**config.mk**
```make
export PLATFORM = sky130hd
export DESIGN_NAME = tick_scheduler
export DESIGN_NICKNAME = d
export VERILOG_FILES = /design/src/rtl/tick_scheduler.sv
export SDC_FILE = /design/constraint.sdc
export NUM_CORES = 1
export LEC_CHECK = 0
export ABC_AREA = 1
export CAP_MARGIN = 20
export CORE_UTILIZATION = 30
export CTS_BUF_LIST = sky130_fd_sc_hd__clkbuf_4 sky130_fd_sc_hd__clkbuf_8
export CTS_CLUSTER_DIAMETER = 100
export DETAILED_ROUTE_END_ITERATION = 16
export GPL_ROUTABILITY_DRIVEN = 0
export PLACE_DENSITY_LB_ADDON = 0.08
export SLEW_MARGIN = 20
export SYNTH_ARGS = -nofsm -noshare
export SYNTH_HDL_FRONTEND = slang
export SYNTH_SLANG_ARGS = --single-unit
```
**constraint.sdc**
```tcl
create_clock -name clk_in -period 4.1 [get_ports clk_in]
set_input_delay 0.82 -clock clk_in [delete_from_list [all_inputs] [get_ports clk_in]]
set_output_delay 0.82 -clock clk_in [all_outputs]
set_load 0.02 [all_outputs]
```
**src/rtl/tick_scheduler.sv**
```systemverilog
// Run-control and period controller for the clock-enable tick.
// Counts a prescaler up to a programmable period and emits a one-cycle tick when it is reached.
module tick_scheduler #(
  parameter int unsigned PW             = 20,
  parameter int unsigned DEFAULT_PERIOD = 10000,
  parameter int unsigned CW             = 16
) (
  input  logic          clk_in,
  input  logic          reset_n,
  input  logic          load,
  input  logic [PW-1:0] period_in,
  input  logic          start,
  input  logic          pause,
  input  logic          step,
  input  logic          clear,
  output logic          tick,
  output logic          running,
  output logic          paused,
  output logic [PW-1:0] period_out,
  output logic [CW-1:0] tick_count,
  output logic          load_err
);

  typedef enum logic [1:0] {StIdle, StRun, StPause, StStep} state_e;

  state_e        state_q, state_d;
  logic [PW-1:0] count_q, count_d;
  logic [PW-1:0] period_q, period_d;
  logic [CW-1:0] tick_count_q, tick_count_d;
  logic          load_err_q, load_err_d;

  logic [PW-1:0] count_adv;
  logic          load_ok;

  assign count_adv = (count_q == period_q) ? '0 : count_q + 1'b1;
  // A clear on the same edge opens the period register regardless of state.
  assign load_ok   = load & (clear | (state_q == StIdle) | (state_q == StPause));

  always_comb begin
    state_d      = state_q;
    count_d      = count_q;
    period_d     = period_q;
    tick_count_d = tick_count_q;
    load_err_d   = load & ~load_ok;

    if (clear) begin
      state_d = StIdle;
      count_d = '0;
    end else begin
      case (state_q)
        StIdle: begin
          if (start) state_d = StRun;
        end
        StRun: begin
          if (pause) state_d = StPause;
          else       count_d = count_adv;
        end
        StPause: begin
          if (start)     state_d = StRun;
          else if (step) state_d = StStep;
        end
        StStep: begin
          count_d = count_adv;
          state_d = StPause;
        end
        default: state_d = StIdle;
      endcase
    end

    if (load_ok) begin
      period_d = period_in;
      // Keep the held count within the new period so it can still reach it.
      if (!clear && (state_q == StPause) && (count_q > period_in)) count_d = '0;
    end

    if (clear)     tick_count_d = '0;
    else if (tick) tick_count_d = tick_count_q + 1'b1;
  end

  always_ff @(posedge clk_in or negedge reset_n) begin
    if (!reset_n) begin
      state_q      <= StIdle;
      count_q      <= '0;
      period_q     <= PW'(DEFAULT_PERIOD);
      tick_count_q <= '0;
      load_err_q   <= 1'b0;
    end else begin
      state_q      <= state_d;
      count_q      <= count_d;
      period_q     <= period_d;
      tick_count_q <= tick_count_d;
      load_err_q   <= load_err_d;
    end
  end

  assign tick       = ((state_q == StRun) || (state_q == StStep)) && (count_q == period_q);
  assign running    = (state_q == StRun);
  assign paused     = (state_q == StPause) || (state_q == StStep);
  assign period_out = period_q;
  assign tick_count = tick_count_q;
  assign load_err   = load_err_q;

endmodule

```
==> key figures <==
Global routing
  – GR Overflow Total: 0
  – First-pass GRT wire length: 20500 um
  – Initial antenna violation count: 0
  – GRT Util Overall: between 10% and 20%
  – Largest net degree at the start of global routing: 41
  – Vias in the first global route: 4042

Synthesis
  – Synthesized flop and latch total: 59
  – Post-Syn Instances: 685
  – Syn nets: ~730
  – Synth cell types: 33
  – Syn avg cell area: between 6 and 7 um2
  – Sequential element share of the synthesized area: between 30 and 40%
  – Netlist Area Pre-Place: about 4500 um2
  – Yosys warning count: 0

Worst setup path
  – Crit path to: tick
  – Highest fanout seen on the critical path: 11
  – CP Capture Type: output port
  – CP Launch Type: flop
  – Reg2reg end: count_q[0]$_DFF_PN0_
  – R2R Path Start: count_q[13]$_DFF_PN0_
  – Critical setup path kind: reg -> out
  – Required @ worst endpoint: about 3.3 ns
  – R2R cell count: 9
  – Arrival @ worst endpoint: around 2.6 ns
  – Worst reg2reg setup slack: between 1.5 and 2 ns
  – Critical path launch point: count_q[12]$_DFF_PN0_

Floorplan
  – Initial Utilization: between 30 and 40%
  – Row count: 44
  – Core ar.: roughly 15000 um2
  – DIE WIDTH: 124 um
  – Die Y-Extent: roughly 120 um
  – DIE AREA: 15300 um2
  – Boundary Pins: between 60 and 70

CTS
  – CTS Hold Buffers Added: 0
  – Clock slew at reported path FFs: 0.07 ns
  – Number of buffers created by CTS: 9
  – Setup Fix Bufs, Post-CTS: 0
  – Total clock sinks: 59
  – CTS Root Cell: clkbuf_8
  – H-tree Lvls: 3
  – CTS tree: built
  – Clock Latency Late Sink: between 0.3 and 0.4 ns
  – Clock tree buffer depth: 2
  – Post-CTS resize count: 0

Drt
  – DRC violations left: 0
  – Wire length on met2: 5900 um
  – WL/cell: 13.8 um
  – Met3 wire length: ~500 um
  – M1 WL: between 6000 and 7000 um
  – Post-route ant nets: 0
  – Via Count: roughly 4300
  – Drt first-iter violations: roughly 160
  – Drt first pass iters: 4
  – Vias/cell: roughly 4.6
  – DRT Wirelength: roughly 13000 um
  – Max Used Layer: met4

Finish
  – Area Growth Syn to Fin: 23.1%
  – Commonest non-fill, non-tap cells in the layout: nand2_1, inv_1, nor2_1
  – Commonest non-fill, non-tap cell in the layout: nand2_1
  – Core Util, Final: 37.7%
  – Filler Cells Inserted: around 1600
  – # diodes: 0
  – Fin nets: ~800
  – Fraction of layout cells with a size suffix above 1: 6.78%

Min path
  – Worst Hold Class: reg -> reg

STA
  – Final Hold Fails: 0
  – Final setup violation count: 0
  – Final hold slack: about 0.52 ns
  – Final min period: about 3.4 ns
  – Clock Skews: 0.00961 ns
  – Slew headroom: 37.2%
  – Max Slew Vio Count: 0
  – Max Clock Freq: roughly 290 MHz
  – Fin crit share: a little over four fifths
  – RSZ-0062 raised after global routing: no
  – Final TNS setup: 0 ns
  – Worst Tran Pin Value: between 0.9 and 1 ns

Placed design
  – # port buffers: 66
  – Dpl hpwl: 9430 um

Power
  – IR drop worst, VDD: between 0.1 and 0.15 mV
  – Lkg Pwr: around 0.0027 uW
  – PD cells: about 370 nW/um2

Flow run
  – Max-cap viol count: 0

Outcome
  – Outcome: finished, final reports clean
[how the worst min path moves through the flow]
stage	endpoint	cells after the start	start
final	period_out[10]$_DFFE_PN1P_	2	period_out[10]$_DFFE_PN1P_
after floorplan	count_q[0]$_DFF_PN0_	0	reset_n
after global routing	period_out[13]$_DFFE_PN1P_	2	period_out[13]$_DFFE_PN1P_
after global placement	period_out[9]$_DFFE_PN1P_	2	period_out[9]$_DFFE_PN1P_
after CTS	period_out[10]$_DFFE_PN1P_	2	period_out[10]$_DFFE_PN1P_
after detailed placement	period_out[13]$_DFFE_PN1P_	2	period_out[13]$_DFFE_PN1P_
[sequential cells by signal, indices dropped and copies added, names as in the netlist]
signal	count
state_q	2
count_q	20
period_out	20
tick_count	16
load_err	1
[synthesized netlist by cell type, drive strengths merged]
master / n / share of area (%)
nand2: 215 / 18
a21oi: 32 / 3.8
clkbuf: 11 / 0.96
dfrtp: 54 / 30
xor2: 21 / 4.1
a22oi: 2 / 0.34
nor4: 1 / 0.14
inv: 104 / 8.8
o311ai: 1 / 0.20
dfstp: 5 / 3.0
nand3b: 1 / 0.17
nand4: 10 / 1.4
buf: 12 / 1.6
xnor2: 4 / 0.79
nor2: 80 / 7.2
ha: 22 / 6.2
nand3: 33 / 3.9
a21o: 1 / 0.17
a21boi: 1 / 0.17
o21ai: 58 / 6.5
or2: 3 / 0.42
nor3: 13 / 1.5
clkinv: 1 / 0.084
[critical path: stages (launching register included)]
cell and delay, ns:
dfrtp_1 0.44, inv_1 0.14, nand2_1 0.08, nand2_1 0.05, nor2_1 0.22, nand2_1 0.08
nor2_1 0.20, nand3_2 0.13, nor2_2 0.09, buf_4 0.19, clkdlybuf4s50_1 0.62
[where the power goes]
| group | switching (uW) | internal [uW] | total (uW) |
|---|---|---|---|
| combinational | 396 | 273 | 669 |
| sequential | 118 | 658 | 776 |
| clock | 263 | 301 | 564 |
| total | 777 | 1230 | 2010 |
[area by class of cell]
cell class	instances	area, um2	area share (%)
tap	184	230	4.20
multi-input combinational	498	2460	44.9
clock inverter	5	52.6	0.958
clock buffer	11	145	2.65
sequential	59	1480	27.0
timing repair buffer	74	716	13.1
inverter	105	394	7.19
[layer usage]
metal	vias to the layer above	track usage (%)
met5	-	0
met4	0	9.26
met1	1943	23.1
li1	2260	-
met3	19	3.11
met2	111	28.8
[per-stage QoR]
step / power [uW] / instance area, um2 / setup slack, ns / cells
2_1_floorplan: 1220 / 4450 / 1.92 / 685
3_3_place_gp: 1450 / 5290 / 0.721 / 920
3_5_place_dp: 1460 / 5290 / 0.741 / 920
4_1_cts: 2040 / 5480 / 0.570 / 936
5_1_grt: 2170 / 5480 / 0.482 / 936
6_report: 2010 / 5480 / 0.657 / 936
[logic make-up after synthesis]
| family | count (synthesis) | synth area share [%] |
|---|---|---|
| buffers and inverters | 128 | 11.4 |
| adders and majority gates | 22 | 6.18 |
| AOI/OAI and AO/OA | 95 | 11.2 |
| xor gates and xnor gates | 25 | 4.92 |
| DFF | 59 | 33.3 |
| and+or+nand+nor | 356 | 33.0 |
Power figures use the tool's default switching activity.
